`src/rtl/pcpi_mul_arbiter_if.sv`:
```
// PCPI link bundle. The requester side uses master and the coprocessor side uses slave.
// The wait flag is named pcpi_wait because "wait" is a reserved word.
interface pcpi_mul_arbiter_if;
    logic        pcpi_valid;
    logic [31:0] pcpi_insn;
    logic [31:0] pcpi_rs1;
    logic [31:0] pcpi_rs2;
    logic        pcpi_wr;
    logic [31:0] pcpi_rd;
    logic        pcpi_wait;
    logic        pcpi_ready;

    modport master (
        output pcpi_valid, pcpi_insn, pcpi_rs1, pcpi_rs2,
        input  pcpi_wr, pcpi_rd, pcpi_wait, pcpi_ready
    );

    modport slave (
        input  pcpi_valid, pcpi_insn, pcpi_rs1, pcpi_rs2,
        output pcpi_wr, pcpi_rd, pcpi_wait, pcpi_ready
    );
endinterface

```
`src/rtl/pcpi_mul_arbiter.sv`:
```
// Round-robin sharing of one PCPI multiplier between two requesters.
// Only the MUL class is forwarded. All outputs are registered.
module pcpi_mul_arbiter #(
    parameter int unsigned TIMEOUT = 16
) (
    input  logic               clk,
    input  logic               reset,
    pcpi_mul_arbiter_if.slave  r0,
    pcpi_mul_arbiter_if.slave  r1,
    pcpi_mul_arbiter_if.master m
);
    typedef enum logic [1:0] {
        S_IDLE  = 2'd0,
        S_ISSUE = 2'd1,
        S_RESP  = 2'd2
    } state_e;

    // ISSUE spans counter values 0..TIMEOUT, so ready lands TIMEOUT+1 cycles after m_valid rises
    localparam logic [7:0] CNT_LAST = 8'(TIMEOUT);

    function automatic logic is_mul(input logic [31:0] insn);
        return (insn[6:0] == 7'b0110011) && (insn[31:25] == 7'b0000001) && (insn[14] == 1'b0);
    endfunction

    state_e      state_q, state_d;
    logic        grant_q, grant_d;
    logic        last_grant_q, last_grant_d;
    logic [1:0]  lock_q;
    logic [7:0]  cnt_q, cnt_d;
    logic        abort_q, abort_d;
    logic [31:0] hold_insn_q, hold_insn_d;
    logic [31:0] hold_rs1_q, hold_rs1_d;
    logic [31:0] hold_rs2_q, hold_rs2_d;
    logic        resp_wr_q, resp_wr_d;
    logic [31:0] resp_rd_q, resp_rd_d;
    logic        m_valid_q, m_valid_d;
    logic [1:0]  ready_q, ready_d;
    logic [1:0]  wr_q, wr_d;
    logic [1:0]  wait_q, wait_d;
    logic [31:0] rd0_q, rd0_d;
    logic [31:0] rd1_q, rd1_d;
    logic [1:0]  elig_s;
    logic        gvalid_s;
    logic        busy_s;
    logic        resp_s;
    logic        unused_s;

    assign elig_s[0] = r0.pcpi_valid & is_mul(r0.pcpi_insn) & ~lock_q[0];
    assign elig_s[1] = r1.pcpi_valid & is_mul(r1.pcpi_insn) & ~lock_q[1];
    assign gvalid_s  = grant_q ? r1.pcpi_valid : r0.pcpi_valid;
    assign unused_s  = m.pcpi_wait;

    // Next-state, arbitration and registered-output decode
    always_comb begin
        state_d      = state_q;
        grant_d      = grant_q;
        last_grant_d = last_grant_q;
        cnt_d        = cnt_q;
        abort_d      = abort_q;
        hold_insn_d  = hold_insn_q;
        hold_rs1_d   = hold_rs1_q;
        hold_rs2_d   = hold_rs2_q;
        resp_wr_d    = resp_wr_q;
        resp_rd_d    = resp_rd_q;
        case (state_q)
            S_IDLE: begin
                cnt_d   = 8'd0;
                abort_d = 1'b0;
                if (elig_s != 2'b00) begin
                    if (elig_s == 2'b11) begin
                        grant_d = ~last_grant_q;
                    end else begin
                        grant_d = elig_s[1];
                    end
                    hold_insn_d = grant_d ? r1.pcpi_insn : r0.pcpi_insn;
                    hold_rs1_d  = grant_d ? r1.pcpi_rs1  : r0.pcpi_rs1;
                    hold_rs2_d  = grant_d ? r1.pcpi_rs2  : r0.pcpi_rs2;
                    state_d     = S_ISSUE;
                end else begin
                    state_d = S_IDLE;
                end
            end
            S_ISSUE: begin
                cnt_d   = cnt_q + 8'd1;
                abort_d = abort_q | ~gvalid_s;
                if (m.pcpi_ready) begin
                    resp_wr_d = m.pcpi_wr;
                    resp_rd_d = m.pcpi_rd;
                    state_d   = abort_d ? S_IDLE : S_RESP;
                end else if (cnt_q == CNT_LAST) begin
                    resp_wr_d = 1'b0;
                    resp_rd_d = 32'd0;
                    state_d   = abort_d ? S_IDLE : S_RESP;
                end else begin
                    state_d = S_ISSUE;
                end
            end
            S_RESP: begin
                last_grant_d = grant_q;
                state_d      = S_IDLE;
            end
            default: begin
                state_d = S_IDLE;
            end
        endcase

        busy_s     = ((state_d == S_ISSUE) || (state_d == S_RESP)) && !abort_d;
        resp_s     = (state_d == S_RESP);
        m_valid_d  = (state_d == S_ISSUE);
        ready_d[0] = resp_s & ~grant_d;
        ready_d[1] = resp_s & grant_d;
        wr_d       = ready_d & {2{resp_wr_d}};
        wait_d[0]  = busy_s & ~grant_d;
        wait_d[1]  = busy_s & grant_d;
        rd0_d      = ready_d[0] ? resp_rd_d : 32'd0;
        rd1_d      = ready_d[1] ? resp_rd_d : 32'd0;
    end

    // State, holding and output registers
    always_ff @(posedge clk) begin
        if (reset) begin
            state_q      <= S_IDLE;
            grant_q      <= 1'b0;
            last_grant_q <= 1'b1;
            lock_q       <= 2'b00;
            cnt_q        <= 8'd0;
            abort_q      <= 1'b0;
            hold_insn_q  <= 32'd0;
            hold_rs1_q   <= 32'd0;
            hold_rs2_q   <= 32'd0;
            resp_wr_q    <= 1'b0;
            resp_rd_q    <= 32'd0;
            m_valid_q    <= 1'b0;
            ready_q      <= 2'b00;
            wr_q         <= 2'b00;
            wait_q       <= 2'b00;
            rd0_q        <= 32'd0;
            rd1_q        <= 32'd0;
        end else begin
            state_q      <= state_d;
            grant_q      <= grant_d;
            last_grant_q <= last_grant_d;
            lock_q       <= ready_q;
            cnt_q        <= cnt_d;
            abort_q      <= abort_d;
            hold_insn_q  <= hold_insn_d;
            hold_rs1_q   <= hold_rs1_d;
            hold_rs2_q   <= hold_rs2_d;
            resp_wr_q    <= resp_wr_d;
            resp_rd_q    <= resp_rd_d;
            m_valid_q    <= m_valid_d;
            ready_q      <= ready_d;
            wr_q         <= wr_d;
            wait_q       <= wait_d;
            rd0_q        <= rd0_d;
            rd1_q        <= rd1_d;
        end
    end

    assign m.pcpi_valid  = m_valid_q;
    assign m.pcpi_insn   = hold_insn_q;
    assign m.pcpi_rs1    = hold_rs1_q;
    assign m.pcpi_rs2    = hold_rs2_q;
    assign r0.pcpi_ready = ready_q[0];
    assign r0.pcpi_wr    = wr_q[0];
    assign r0.pcpi_wait  = wait_q[0];
    assign r0.pcpi_rd    = rd0_q;
    assign r1.pcpi_ready = ready_q[1];
    assign r1.pcpi_wr    = wr_q[1];
    assign r1.pcpi_wait  = wait_q[1];
    assign r1.pcpi_rd    = rd1_q;
endmodule
```
`src/flat_wrapper.sv`:
```
// flat-port wrapper written by rule: the top's interface ports become plain ports
module pcpi_mul_arbiter_flat 
#(
    parameter int unsigned TIMEOUT = 16
)
  (clk, reset, r0_pcpi_valid, r0_pcpi_insn, r0_pcpi_rs1, r0_pcpi_rs2, r0_pcpi_wr, r0_pcpi_rd, r0_pcpi_wait, r0_pcpi_ready, r1_pcpi_valid, r1_pcpi_insn, r1_pcpi_rs1, r1_pcpi_rs2, r1_pcpi_wr, r1_pcpi_rd, r1_pcpi_wait, r1_pcpi_ready, m_pcpi_valid, m_pcpi_insn, m_pcpi_rs1, m_pcpi_rs2, m_pcpi_wr, m_pcpi_rd, m_pcpi_wait, m_pcpi_ready);
  pcpi_mul_arbiter_if r0_i ();
  pcpi_mul_arbiter_if r1_i ();
  pcpi_mul_arbiter_if m_i ();
  input  logic clk;
  input  logic reset;
  input wire logic [$bits(r0_i.pcpi_valid)-1:0] r0_pcpi_valid;
  input wire logic [$bits(r0_i.pcpi_insn)-1:0] r0_pcpi_insn;
  input wire logic [$bits(r0_i.pcpi_rs1)-1:0] r0_pcpi_rs1;
  input wire logic [$bits(r0_i.pcpi_rs2)-1:0] r0_pcpi_rs2;
  output wire logic [$bits(r0_i.pcpi_wr)-1:0] r0_pcpi_wr;
  output wire logic [$bits(r0_i.pcpi_rd)-1:0] r0_pcpi_rd;
  output wire logic [$bits(r0_i.pcpi_wait)-1:0] r0_pcpi_wait;
  output wire logic [$bits(r0_i.pcpi_ready)-1:0] r0_pcpi_ready;
  input wire logic [$bits(r1_i.pcpi_valid)-1:0] r1_pcpi_valid;
  input wire logic [$bits(r1_i.pcpi_insn)-1:0] r1_pcpi_insn;
  input wire logic [$bits(r1_i.pcpi_rs1)-1:0] r1_pcpi_rs1;
  input wire logic [$bits(r1_i.pcpi_rs2)-1:0] r1_pcpi_rs2;
  output wire logic [$bits(r1_i.pcpi_wr)-1:0] r1_pcpi_wr;
  output wire logic [$bits(r1_i.pcpi_rd)-1:0] r1_pcpi_rd;
  output wire logic [$bits(r1_i.pcpi_wait)-1:0] r1_pcpi_wait;
  output wire logic [$bits(r1_i.pcpi_ready)-1:0] r1_pcpi_ready;
  output wire logic [$bits(m_i.pcpi_valid)-1:0] m_pcpi_valid;
  output wire logic [$bits(m_i.pcpi_insn)-1:0] m_pcpi_insn;
  output wire logic [$bits(m_i.pcpi_rs1)-1:0] m_pcpi_rs1;
  output wire logic [$bits(m_i.pcpi_rs2)-1:0] m_pcpi_rs2;
  input wire logic [$bits(m_i.pcpi_wr)-1:0] m_pcpi_wr;
  input wire logic [$bits(m_i.pcpi_rd)-1:0] m_pcpi_rd;
  input wire logic [$bits(m_i.pcpi_wait)-1:0] m_pcpi_wait;
  input wire logic [$bits(m_i.pcpi_ready)-1:0] m_pcpi_ready;
  assign r0_i.pcpi_valid = r0_pcpi_valid;
  assign r0_i.pcpi_insn = r0_pcpi_insn;
  assign r0_i.pcpi_rs1 = r0_pcpi_rs1;
  assign r0_i.pcpi_rs2 = r0_pcpi_rs2;
  assign r0_pcpi_wr = r0_i.pcpi_wr;
  assign r0_pcpi_rd = r0_i.pcpi_rd;
  assign r0_pcpi_wait = r0_i.pcpi_wait;
  assign r0_pcpi_ready = r0_i.pcpi_ready;
  assign r1_i.pcpi_valid = r1_pcpi_valid;
  assign r1_i.pcpi_insn = r1_pcpi_insn;
  assign r1_i.pcpi_rs1 = r1_pcpi_rs1;
  assign r1_i.pcpi_rs2 = r1_pcpi_rs2;
  assign r1_pcpi_wr = r1_i.pcpi_wr;
  assign r1_pcpi_rd = r1_i.pcpi_rd;
  assign r1_pcpi_wait = r1_i.pcpi_wait;
  assign r1_pcpi_ready = r1_i.pcpi_ready;
  assign m_pcpi_valid = m_i.pcpi_valid;
  assign m_pcpi_insn = m_i.pcpi_insn;
  assign m_pcpi_rs1 = m_i.pcpi_rs1;
  assign m_pcpi_rs2 = m_i.pcpi_rs2;
  assign m_i.pcpi_wr = m_pcpi_wr;
  assign m_i.pcpi_rd = m_pcpi_rd;
  assign m_i.pcpi_wait = m_pcpi_wait;
  assign m_i.pcpi_ready = m_pcpi_ready;
  pcpi_mul_arbiter #(.TIMEOUT(TIMEOUT)) u_core (.clk(clk), .reset(reset), .r0(r0_i), .r1(r1_i), .m(m_i));
endmodule
```
`config.mk`:
```
export PLATFORM = sky130hd
export DESIGN_NAME = pcpi_mul_arbiter_flat
export DESIGN_NICKNAME = d
export VERILOG_FILES = /design/src/rtl/pcpi_mul_arbiter_if.sv /design/src/rtl/pcpi_mul_arbiter.sv /design/src/flat_wrapper.sv
export SDC_FILE = /design/constraint.sdc
export NUM_CORES = 1
export LEC_CHECK = 0
export CELL_PAD_IN_SITES_DETAIL_PLACEMENT = 0
export CELL_PAD_IN_SITES_GLOBAL_PLACEMENT = 1
export CORE_MARGIN = 1
export CORE_UTILIZATION = 30
export CTS_BUF_LIST = sky130_fd_sc_hd__clkbuf_4 sky130_fd_sc_hd__clkbuf_8 sky130_fd_sc_hd__clkbuf_16
export DETAILED_ROUTE_END_ITERATION = 8
export GPL_TIMING_DRIVEN = 0
export PLACE_DENSITY = 0.9
export SYNTH_ARGS = -nofsm -noshare
export SYNTH_HDL_FRONTEND = slang
export SYNTH_SLANG_ARGS = --single-unit
```
`constraint.sdc`:
```
create_clock -name clk -period 3.1 [get_ports clk]
set_input_delay 0.62 -clock clk [delete_from_list [all_inputs] [get_ports clk]]
set_output_delay 0.62 -clock clk [all_outputs]
set_load 0.005 [all_outputs]
```
==> impl_metrics.env <==
export IMPL_fin_area_um2=13690
export IMPL_crit_path_max_fanout=19
export IMPL_maxCapViolations=0
export IMPL_routabilityCongestion=0.8443
export IMPL_cts_sinks=215
export IMPL_intPower_w=0.004847
export IMPL_syn_inst=766
export IMPL_wl_met3_um=2906
export IMPL_synth_edf_count=0
export IMPL_rsz0062_at_grt="false"
export IMPL_gr_total_overflow=0
export IMPL_final_cells=1580
export IMPL_finalSetupViolations=0
export IMPL_status="completed"
export IMPL_die_w_um=168.9
export IMPL_postPlaceCellArea_um2=12770
export IMPL_synth_async_reset_ratio_pct=0
export IMPL_power_frac_comb_pct=6.7
export IMPL_cts_buffers=25
export IMPL_fin_worst_skew_ns=0.008346
export IMPL_multi_input_area_um2=3705
export IMPL_synth_top_flop_cell="dfxtp_1"
export IMPL_ctsRootBufferMaster="clkbuf_16"
export IMPL_initial_core_util_pct=30.83
export IMPL_syn_nets=1001
export IMPL_hold_viol_final=0
export IMPL_highest_layer="met4"
export IMPL_cts_max_path_buffers=3
export IMPL_vias_per_cell=4.540
export IMPL_slew_headroom_pct=37.22
export IMPL_worst_hold_slack_ns=0.4562
export IMPL_grt_pass1_wl_um=42110
export IMPL_ys_types=42
export IMPL_grt_start_max_net_pins=14
export IMPL_die_height_um=168.9
export IMPL_slew_viol_final=0
export IMPL_vias=7173
export IMPL_syn2layout_area_growth_pct=63.85
export IMPL_dpl_hpwl_um=21730
export IMPL_wl_met2_um=13800
export IMPL_boundaryPins=398
export IMPL_place_ws_ns=-1.157
export IMPL_placedCellCount=1533
export IMPL_p_switching_w=0.001269
export IMPL_antenna_found_initial=2
export IMPL_ys_seq_area_share_pct=51.51
export IMPL_rows=60
export IMPL_cp_end_kind="flip-flop"
export IMPL_netlist_area_um2=8356
export IMPL_setup_ws_ns=0.1600
export IMPL_path_class="input pin to flip-flop"
export IMPL_antenna_left=0
export IMPL_wl_met1_um=10710
export IMPL_switching_share_pct=20.74
export IMPL_tightestPinTransition_ns=0.9417
export IMPL_p_leak_nw=4.524
export IMPL_grt_pass1_vias=7432
export IMPL_drc=0
export IMPL_yosys_area_top_type_share_pct=51.51
export IMPL_final_nets=1423
export IMPL_grtUsageTotal_pct=19.23
export IMPL_fmax_ghz=0.3401
export IMPL_power_density_nw_per_um2=446.7
export IMPL_avgSynthCellArea_um2=10.91
export IMPL_dieArea_um2=28520
export IMPL_yosys_warnings=0
export IMPL_synth_area_leader_cell="dfxtp_1"
export IMPL_cts_hold_fix_buffers=0
export IMPL_drive_gt1_share_pct=15.42
export IMPL_nFillCells=2488
export IMPL_clk_pin_slew_ns=0.06
export IMPL_wl_per_cell_um=17.86
export IMPL_ys_top_cells_by_area="dfxtp_1 (52%), a211oi_2 (12%), mux2i_1 (9.8%)"
export IMPL_drt_iter0_markers=291
export IMPL_power_share_sequential_pct=45.2
export IMPL_port_buffers=395
export IMPL_regArea_um2=4304
export IMPL_ir_drop_v=0.0004830
export IMPL_cts_tree="built"
export IMPL_critical_path_arrival_ns=3.34
export IMPL_dr_pass1_iters=4
export IMPL_drt_wl_total_um=28210
export IMPL_start_kind="input pin"
export IMPL_core_area_um2=27100
export IMPL_htreeDepth=1
export IMPL_ys_ff_latch=215
export IMPL_fin_crit_sh_pct=94.84
export IMPL_cp_required_ns=3.50
export IMPL_hold_path_class="flip-flop to flip-flop"
export IMPL_clk_latency_ns=0.53
export IMPL_pwr_share_clk_pct=48.1
export IMPL_fin_crit_ns=2.940
==> area by class of cell <==
type	instances	area share [%]
clock buffers	38	5.648
well taps	372	3.400
repair buffers	396	29.03
clock inverters	7	0.5483
flip-flops and latches	215	31.44
multi-input cells	489	27.06
diodes	2	0.03656
inverters	6	0.1645
plain buffers	55	2.678
==> what timing repair did <==
| action | 4_1_cts | 5_1_grt |
|---|---|---|
| setup buffers | 1 | 0 |
| pin swaps | 1 | 1 |
| resized for setup | 5 | 5 |
| setup endpoints to repair | 69 | 60 |
==> state kept, by name, indices dropped and copies added (netlist names) <==
| name | flops |
|---|---|
| u_core.last_grant_q | 1 |
| u_core.cnt_q | 8 |
| u_core.resp_wr_q | 1 |
| u_core.state_q | 2 |
| u_core.ready_q | 2 |
| u_core.wr_q | 2 |
| u_core.m.pcpi_insn | 32 |
| u_core.grant_q | 1 |
| u_core.m.pcpi_rs1 | 32 |
| u_core.r0.pcpi_rd | 32 |
| u_core.r1.pcpi_rd | 32 |
| u_core.lock_q | 2 |
| u_core.m.pcpi_valid | 1 |
| u_core.abort_q | 1 |
| u_core.m.pcpi_rs2 | 32 |
| u_core.wait_q | 2 |
| u_core.resp_rd_q | 32 |
==> synthesized netlist by cell type, types with 2 or more instances <==
library cell,count
dfxtp_1,215
nor2_1,185
mux2i_1,82
a211oi_2,80
a22oi_1,34
clkbuf_1,29
nor2_4,29
and2_1,12
buf_2,11
nor2b_1,10
buf_6,9
inv_1,5
xnor2_1,5
buf_4,4
ha_1,4
nand2_1,4
nand3_1,4
nor3_1,4
a21oi_1,3
and3_1,3
and4bb_1,3
buf_12,3
nand2b_1,3
a21o_1,2
and4_1,2
nand4_1,2
nor4_1,2
nor4bb_1,2
or3_1,2
==> stage by stage <==
| stage | power (W) | utilization [%] | setup TNS, ns |
|---|---|---|---|
| floorplan | 0.002906 | - | 0 |
| global placement | 0.003231 | 47.14 | -80.61 |
| detailed placement | 0.003234 | 47.14 | -72.53 |
| CTS | 0.006206 | 50.42 | -0.004083 |
| global route | 0.006336 | 50.52 | 0 |
| finish | 0.006116 | 50.52 | 0 |
==> power groups by stage <==
stage	Combinational, W	Sequential, W	Clock, W
2_1_floorplan	0.0000817	0.00282	0
5_1_grt	0.000436	0.00276	0.00314
3_5_place_dp	0.000410	0.00282	0
3_3_place_gp	0.000407	0.00282	0
6_report	0.000408	0.00276	0.00294
4_1_cts	0.000413	0.00276	0.00303
==> metal layers <==
metal	vias to the layer above	global-route usage [%]
met5	-	0
met4	0	6.166
met3	43	7.365
met2	302	34.17
met1	3321	20.93
li1	3507	-
==> worst max-delay path, stage by stage <==
cell             delay (ns)
clkdlybuf4s50_1        0.44
nor4_4                 0.29
nand4_1                0.21
o32ai_4                0.35
buf_12                 0.17
buf_4                  0.29
nor2_1                 0.12
ha_1                   0.21
nand2b_1               0.08
or3_1                  0.13
buf_6                  0.16
buf_12                 0.19
nor2_4                 0.05
==> cells by family after synthesis <==
kind of cell               synth area share [%]
muxes                                     9.823
and+or+nand+nor                           16.76
AOI/OAI and AO/OA                         16.26
adders and majority gates                0.5990
buffers and inverters                     4.522
DFF                                       51.51
xor gates and xnor gates                 0.5241
==> worst paths after layout <==
check | to | from | cells after the start | slack [ns]
setup reg to reg | u_core.r0.pcpi_rd[18] | u_core.cnt_q[0] | 13 | 0.35
setup / recovery | u_core.r0.pcpi_rd[19] | r1_pcpi_insn[28] | 13 | 0.16
hold reg to reg | u_core.m.pcpi_insn[29] | u_core.m.pcpi_insn[29] | 1 | 0.46
hold / removal | u_core.m.pcpi_insn[29] | u_core.m.pcpi_insn[29] | 1 | 0.46
==> cells in the final DEF, fill, tap and decap left out, drive strengths merged, types with 2 or more instances in the layout <==
cell | synthesis | layout
nand2 | 4 | 4
nand3 | 4 | 4
mux2i | 82 | 82
nor3 | 4 | 4
a21o | 2 | 2
and3 | 3 | 3
or3 | 2 | 2
nand4 | 2 | 2
nor4 | 3 | 3
nor2b | 10 | 10
clkbuf | 29 | 67
nand2b | 3 | 3
clkdlybuf4s50 | 0 | 395
nor4bb | 2 | 2
buf | 27 | 27
diode | 0 | 2
a211oi | 81 | 81
a22oi | 34 | 34
and4bb | 3 | 3
clkinv | 0 | 5
ha | 4 | 4
a21oi | 3 | 3
and4 | 2 | 2
xnor2 | 5 | 5
and2 | 12 | 12
inv | 6 | 7
dfxtp | 215 | 215
nor2 | 214 | 214
No activity file was read; power rests on OpenSTA's default activity.
